--- config.mk ---
export PLATFORM = sky130hd
export DESIGN_NAME = arp_frame_tx
export DESIGN_NICKNAME = d
export VERILOG_FILES = /design/src/rtl/arp_frame_tx.sv
export SDC_FILE = /design/constraint.sdc
export NUM_CORES = 1
export LEC_CHECK = 0
export CAP_MARGIN = 10
export CORE_ASPECT_RATIO = 1.2
export CORE_UTILIZATION = 30
export CTS_BUF_LIST = sky130_fd_sc_hd__clkbuf_4
export CTS_CLUSTER_DIAMETER = 40
export DETAILED_ROUTE_END_ITERATION = 6
export MAX_ROUTING_LAYER = met4
export PLACE_DENSITY_LB_ADDON = 0.08
export SLEW_MARGIN = 10
export SYNTH_ARGS = -nofsm -noshare
export SYNTH_HDL_FRONTEND = slang
export SYNTH_SLANG_ARGS = --single-unit
--- constraint.sdc ---
create_clock -name clk -period 4.8 [get_ports clk]
set_input_delay 0.48 -clock clk [delete_from_list [all_inputs] [get_ports clk]]
set_output_delay 0.48 -clock clk [all_outputs]
set_load 0.02 [all_outputs]
--- src/rtl/arp_frame_tx.sv ---
// arp_frame_tx: Ethernet II ARP request/reply frame transmitter.
// Emits preamble, SFD, 42-byte ARP header/body, zero pad and a CRC-32 FCS,
// one byte per clk as a low/high nibble pair (data_1 = [3:0], data_2 = [7:4]).
// Build option: define ARP_AUTO_REPEAT_EN to make an accepted start repeat the
// frame forever (gratuitous ARP beacon); only rst stops it.
//
// Handshake: start is a request, busy is its inverse-ready. A start sampled on
// a rising edge while busy=0 is accepted at that edge (fields latched, busy=1);
// any start seen while busy=1 is dropped, never queued.
module arp_frame_tx #(
    parameter int PREAMBLE_BYTES  = 7,
    parameter int MIN_FRAME_BYTES = 60,
    parameter int IFG_CYCLES      = 12
) (
    input  logic        clk,
    input  logic        rst,
    input  logic        start,
    input  logic        is_reply,
    input  logic [47:0] src_mac,
    input  logic [31:0] src_ip,
    input  logic [47:0] tgt_mac,
    input  logic [31:0] tgt_ip,
    output logic        busy,
    output logic        done,
    output logic        tx_en,
    output logic [3:0]  data_1,
    output logic [3:0]  data_2,
    output logic [2:0]  state_dbg
);

    typedef enum logic [2:0] {
        S_IDLE = 3'd0,
        S_PRE  = 3'd1,
        S_SFD  = 3'd2,
        S_HDR  = 3'd3,
        S_PAD  = 3'd4,
        S_FCS  = 3'd5,
        S_IFG  = 3'd6
    } state_t;

    localparam int          PAD_BYTES = MIN_FRAME_BYTES - 42;
    localparam logic [10:0] PRE_LAST  = 11'(PREAMBLE_BYTES - 1);
    localparam logic [10:0] HDR_LAST  = 11'd41;
    localparam logic [10:0] PAD_LAST  = 11'(PAD_BYTES - 1);
    localparam logic [10:0] FCS_LAST  = 11'd3;
    localparam logic [10:0] IFG_LAST  = 11'(IFG_CYCLES - 1);

    state_t      state_q, state_d;
    logic [10:0] cnt_q;
    logic [31:0] crc_q;
    logic [31:0] crc_inv;
    logic        f_is_reply;
    logic [47:0] f_src_mac, f_tgt_mac;
    logic [31:0] f_src_ip, f_tgt_ip;
    logic [7:0]  hdr_b, fcs_b, byte_d, byte_q;
    logic        tx_en_d, tx_en_q, done_d, done_q;
    logic        accept, launch;
    logic        rpt_q;

    // Byte i (0 = first sent) of a MAC address.
    function automatic logic [7:0] mac_byte(input logic [47:0] m, input logic [2:0] i);
        logic [47:0] s;
        s = m << {i, 3'b000};
        return s[47:40];
    endfunction

    // Byte i (0 = first sent) of an IPv4 address.
    function automatic logic [7:0] ip_byte(input logic [31:0] a, input logic [1:0] i);
        logic [31:0] s;
        s = a << {i, 3'b000};
        return s[31:24];
    endfunction

    // Reflected CRC-32 advanced by one byte, LSB first.
    function automatic logic [31:0] crc_next(input logic [31:0] c, input logic [7:0] b);
        logic [31:0] r;
        r = c ^ {24'h0, b};
        for (int k = 0; k < 8; k++) begin
            r = r[0] ? ((r >> 1) ^ 32'hEDB88320) : (r >> 1);
        end
        return r;
    endfunction

    // Header byte at position idx: Ethernet header followed by the ARP body.
    function automatic logic [7:0] hdr_byte(
        input logic [10:0] idx,
        input logic        rep,
        input logic [47:0] smac,
        input logic [31:0] sip,
        input logic [47:0] tmac,
        input logic [31:0] tip
    );
        logic [7:0] b;
        b = 8'h00;
        if (idx < 11'd6)       b = rep ? mac_byte(tmac, 3'(idx)) : 8'hFF;
        else if (idx < 11'd12) b = mac_byte(smac, 3'(idx - 11'd6));
        else if (idx < 11'd22) begin
            case (idx)
                11'd12:  b = 8'h08;
                11'd13:  b = 8'h06;
                11'd14:  b = 8'h00;
                11'd15:  b = 8'h01;
                11'd16:  b = 8'h08;
                11'd17:  b = 8'h00;
                11'd18:  b = 8'h06;
                11'd19:  b = 8'h04;
                11'd20:  b = 8'h00;
                default: b = rep ? 8'h02 : 8'h01;
            endcase
        end
        else if (idx < 11'd28) b = mac_byte(smac, 3'(idx - 11'd22));
        else if (idx < 11'd32) b = ip_byte(sip, 2'(idx - 11'd28));
        else if (idx < 11'd38) b = rep ? mac_byte(tmac, 3'(idx - 11'd32)) : 8'h00;
        else                   b = ip_byte(tip, 2'(idx - 11'd38));
        return b;
    endfunction

    assign accept  = (state_q == S_IDLE) && start && !rpt_q;
    assign launch  = (state_q == S_IDLE) && (state_d == S_PRE);
    assign crc_inv = ~crc_q;
    assign hdr_b   = hdr_byte(cnt_q, f_is_reply, f_src_mac, f_src_ip, f_tgt_mac, f_tgt_ip);

`ifdef ARP_AUTO_REPEAT_EN
    // Arm repetition on the first accepted start; only reset disarms it.
    always_ff @(posedge clk or negedge rst) begin
        if (!rst)        rpt_q <= 1'b0;
        else if (accept) rpt_q <= 1'b1;
    end
`else
    assign rpt_q = 1'b0;
`endif

    // FCS byte select, least significant byte of the inverted CRC first.
    always_comb begin
        fcs_b = 8'h00;
        case (cnt_q[1:0])
            2'd0:    fcs_b = crc_inv[7:0];
            2'd1:    fcs_b = crc_inv[15:8];
            2'd2:    fcs_b = crc_inv[23:16];
            default: fcs_b = crc_inv[31:24];
        endcase
    end

    // State register.
    always_ff @(posedge clk or negedge rst) begin
        if (!rst) state_q <= S_IDLE;
        else      state_q <= state_d;
    end

    // Next state and the byte/strobe to be registered onto the outputs.
    always_comb begin
        state_d = state_q;
        byte_d  = 8'h00;
        tx_en_d = 1'b0;
        done_d  = 1'b0;
        case (state_q)
            S_IDLE: if (start || rpt_q) state_d = S_PRE;
            S_PRE: begin
                tx_en_d = 1'b1;
                byte_d  = 8'h55;
                if (cnt_q == PRE_LAST) state_d = S_SFD;
            end
            S_SFD: begin
                tx_en_d = 1'b1;
                byte_d  = 8'hD5;
                state_d = S_HDR;
            end
            S_HDR: begin
                tx_en_d = 1'b1;
                byte_d  = hdr_b;
                if (cnt_q == HDR_LAST) state_d = (PAD_BYTES > 0) ? S_PAD : S_FCS;
            end
            S_PAD: begin
                tx_en_d = 1'b1;
                byte_d  = 8'h00;
                if (cnt_q == PAD_LAST) state_d = S_FCS;
            end
            S_FCS: begin
                tx_en_d = 1'b1;
                byte_d  = fcs_b;
                if (cnt_q == FCS_LAST) state_d = S_IFG;
            end
            S_IFG: begin
                if (cnt_q == IFG_LAST) begin
                    state_d = S_IDLE;
                    done_d  = 1'b1;
                end
            end
            default: state_d = S_IDLE;
        endcase
    end

    // Shared byte counter, restarted on every state change.
    always_ff @(posedge clk or negedge rst) begin
        if (!rst)                        cnt_q <= 11'd0;
        else if (state_d != state_q)     cnt_q <= 11'd0;
        else if (state_q != S_IDLE)      cnt_q <= cnt_q + 11'd1;
    end

    // Capture addresses and opcode at acceptance; later input changes are ignored.
    always_ff @(posedge clk or negedge rst) begin
        if (!rst) begin
            f_is_reply <= 1'b0;
            f_src_mac  <= 48'h0;
            f_src_ip   <= 32'h0;
            f_tgt_mac  <= 48'h0;
            f_tgt_ip   <= 32'h0;
        end else if (accept) begin
            f_is_reply <= is_reply;
            f_src_mac  <= src_mac;
            f_src_ip   <= src_ip;
            f_tgt_mac  <= tgt_mac;
            f_tgt_ip   <= tgt_ip;
        end
    end

    // Running CRC over header and pad bytes, reseeded at each frame launch.
    always_ff @(posedge clk or negedge rst) begin
        if (!rst)                   crc_q <= 32'hFFFFFFFF;
        else if (launch)            crc_q <= 32'hFFFFFFFF;
        else if (state_q == S_HDR)  crc_q <= crc_next(crc_q, hdr_b);
        else if (state_q == S_PAD)  crc_q <= crc_next(crc_q, 8'h00);
    end

    // Output registers: the line lags the state by one clk.
    always_ff @(posedge clk or negedge rst) begin
        if (!rst) begin
            byte_q  <= 8'h00;
            tx_en_q <= 1'b0;
            done_q  <= 1'b0;
        end else begin
            byte_q  <= byte_d;
            tx_en_q <= tx_en_d;
            done_q  <= done_d;
        end
    end

    assign busy      = (state_q != S_IDLE) || rpt_q;
    assign done      = done_q;
    assign tx_en     = tx_en_q;
    assign data_1    = byte_q[3:0];
    assign data_2    = byte_q[7:4];
    assign state_dbg = state_q;

endmodule

==> results.md <==
- Outcome: finished clean
- Largest net degree at the start of global routing: 120
- Grt ovf: 0
- Number of synthesized flops with an enable pin: 0
- HP Class: input port to asynchronous set/reset pin
- Root Driver: clkbuf_4
- First-pass GRT wire length: 58970 um
- Seq pwr share: 0.477
- Fraction of registers with async set/reset: 1.000
- Avg Inst Size Synth: 12.24 um^2
- Rows: 80
- P_sw: slightly above 0.0009 W
- Final max-slew violation count: 0
- Clock share of power: 0.475
- I/O pins: around 180
- Worst-Skew Late Latency: between 0.7 and 0.8 ns
- Comb pwr share: 0.048
- WS Path Type: flip-flop to flip-flop
- Sw Share: 0.2357
- Gr usage total: 0.1976
- Simple-gate share of the synthesized area: 0.07575
- Wirelength per Cell: 21.40 um
- Final Non-Filler Cells: 1776
- Largest family of logic cells by synthesized area: multiplexers
- Post-synthesis compound-gate area fraction: 0.09248
- Starting Density: 0.3052
- Relative slew slack: 0.2470
- Vias in the first global route: 9624
- Critical Path Source Type: flip-flop
- Int Power: about 0.0029 W
- Postcts setup bufs: 0
- Leak: 6.632 nW
- WP data arrival: 4.75 ns
- Dpl cells: 1657
- Drt total wl: 38000 um
- Gpl congestion: 0.8575
- Die height: about 220 um
- Core area: 39940 um^2
- Filler Cell Count: 3906
- Fin crit period: 4.100 ns
- RSZ-0062 raised after global routing: false
- Initial antenna violation count: 5
- Share of layout cells above drive strength 1: 0.3110
- H-Tree Depth: 3
- Die width: 186.0 um
- Final Hold Viols: 0
- Mapped Area: 12190 um^2
- Register area share after synthesis: 0.4487
- Starting DRT DRC Count: about 420
- Max cap viols: 0
- Worst-margin pin slew: 1.122 ns
- Hpwl dp: ~27000 um
- Post-synthesis xor/xnor area fraction: 0.1156
- Area Overhead vs Synth: 25.39%
- Synth Area in Adders: 0.006158
- Port bufs: 177
- Maximum fanout along the worst path: 16
- Vias/cell: between 4 and 5
- Syn Inst Count: ~1000
- Tcrit/Tclk final: 0.8542
- Netlist cell types: 88
- Nets@finish: 1365
- Yosys warnings: 0
- # setup viols final: 0
- Total Negative Setup Slacks: 0 ns
- Synthesized net count: 1166
- Pwr/cell area: between 200 and 300 nW/um^2
- Antenna-violating nets left: 0
- Post-synth top flop: dfrtp_1
- TritonCTS clock tree: done
- Synth Register Bits: 217
- Clock sink count: 217
- Total CTS buffers: between 60 and 70
- Vias: roughly 8800
- Fmax: between 200 and 250 MHz
- Iteration count of the initial detailed-routing pass: 5
- Critical Path End Type: flip-flop
- Worst EP required: 5.44 ns
- Clock Skew: 0.03536 ns
- Clk slew on worst S/H paths: 0.07 ns
- Die ar.: 41450 um^2
- Longest Clk Path Bufs: 3
- DRC Markers: 0
- Worst vdd ir: 0.1252 mV
- Multiplexer area fraction after synthesis: 0.2257
[per-stage QoR]
| step | util | total power [W] | hold slack (ns) | cell area, um^2 | worst slack, ns |
|---|---|---|---|---|---|
| 2_1_floorplan | - | 0.001865 | 0.1844 | 12190 | 1.415 |
| 3_5_place_dp | 0.3615 | 0.002053 | 0.4897 | 14440 | 0.7552 |
| 3_3_place_gp | 0.3615 | 0.002054 | 0.4859 | 14440 | 0.7145 |
| 5_1_grt | 0.3827 | 0.004043 | 0.3263 | 15290 | 0.3620 |
| 6_report | 0.3827 | 0.003838 | 0.3538 | 15290 | 0.6999 |
| 4_1_cts | 0.3824 | 0.003942 | 0.2793 | 15270 | 0.7116 |
[what timing repair did]
action	in CTS	in global routing
endpoints found under the hold margin	66	0
hold buffers	1	0
resized for setup	0	0
[area by class of cell]
class                   instances  area [um^2]  share of cell area
well taps                     533        666.9             0.04363
diodes                          5        12.51           0.0008185
multi-input cells             697         6294              0.4117
repair buffers                195         1952              0.1277
clock inverters                15        90.09            0.005893
clock buffers                  98        735.7             0.04813
flip-flops and latches        217         5475              0.3582
inverters                      16        60.06            0.003929
[power by group through the flow]
stage | Clock [W] | Sequential (W) | Combinational (W)
finish | 0.00182 | 0.00183 | 0.000184
floorplan | 0 | 0.00186 | 0.00000111
detailed placement | 0 | 0.00186 | 0.000190
global route | 0.00201 | 0.00183 | 0.000200
global placement | 0 | 0.00186 | 0.000191
CTS | 0.00192 | 0.00183 | 0.000192
[cells by family after synthesis]
group,after synthesis
AO/OA/AOI/OAI,158
buffers and inverters,82
multiplexers,214
AND/OR/NAND/NOR,183
flip-flops,217
adder cells (fa/ha/maj),6
XOR/XNOR,136
[critical path: stages, from the launching register on]
cell and delay, ns:
dfrtp_1 0.70, ha_1 0.37, nor3b_1 0.29, o2111ai_1 0.33, o32ai_1 0.24, o21ai_1 0.11, a21oi_2 0.41, xor3_1 0.58
xnor2_4 0.32, xnor3_1 0.39, and2_1 0.18, o22ai_1 0.11
[state kept, by name, indices dropped and copies added, names as in the netlist]
name,count
f_src_mac,48
f_tgt_mac,48
crc_q,32
f_src_ip,32
f_tgt_ip,32
cnt_q,11
byte_q,8
state_dbg,3
done,1
f_is_reply,1
tx_en,1
[cell usage after synthesis (6+ instances only)]
library cell / number / area [um^2]
a21oi_1: 29 / 145.1
a22oi_1: 10 / 75.07
and3_1: 6 / 37.54
buf_2: 8 / 40.04
buf_6: 12 / 135.1
clkbuf_1: 40 / 150.1
dfrtp_1: 185 / 4629
dfstp_2: 32 / 840.8
ha_1: 6 / 75.07
inv_1: 15 / 56.30
mux2_2: 167 / 1881
mux2i_1: 17 / 170.2
mux4_1: 6 / 157.7
mux4_2: 23 / 518.0
nand2_1: 47 / 176.4
nand2b_1: 9 / 56.30
nand3_1: 13 / 65.06
nor2_1: 55 / 206.5
nor3_1: 11 / 55.05
nor3b_1: 6 / 45.04
o21ai_0: 35 / 175.2
o221ai_1: 9 / 78.83
o22ai_1: 20 / 125.1
or3_1: 6 / 37.54
xnor2_1: 77 / 674.4
xnor2_2: 6 / 97.59
xor2_1: 43 / 376.6
[per-layer routing]
layer	global-route usage	wire, um	up-vias
met2	0.3284	19690	221
met4	0.07271	905	0
met1	0.2288	15410	4455
li1	-	-	4047
met5	-	0	-
met3	0.04835	2001	54
[worst paths after layout]
kind                                 end         from  cells after the start  slack (ns)
setup reg to reg               crc_q[23]     cnt_q[2]                     11        0.70
setup / recovery               crc_q[23]     cnt_q[2]                     11        0.70
max in group asynchronous      crc_q[14]          rst                      3        3.27
hold / removal                     tx_en          rst                      2        0.35
hold reg to reg                 crc_q[6]    crc_q[14]                      2        0.48
min in group clk           f_tgt_mac[21]  tgt_mac[21]                      2        0.36
[cell usage in the layout (no fill, tap or decap), types with 6 or more instances in the layout]
cell type / synthesis / routed
nor3_1: 11 / 10
buf_4: 4 / 14
xnor2_1: 77 / 77
mux2_2: 167 / 167
o221ai_1: 9 / 9
or3_1: 6 / 6
o22ai_1: 20 / 20
clkinv_1: 0 / 8
xnor2_2: 6 / 6
nor3b_1: 6 / 6
inv_1: 15 / 15
mux2i_1: 17 / 17
xor2_1: 43 / 43
nand3_1: 13 / 13
nor2_1: 55 / 55
a22oi_1: 10 / 10
dfstp_2: 32 / 32
clkdlybuf4s50_1: 0 / 176
dfrtp_1: 185 / 183
mux4_1: 6 / 6
clkbuf_4: 0 / 98
a21oi_1: 29 / 29
o21ai_0: 35 / 35
nand2b_1: 9 / 9
ha_1: 6 / 6
mux4_2: 23 / 23
and3_1: 6 / 6
nand2_1: 47 / 47
No activity file was read; power rests on OpenSTA's default activity.
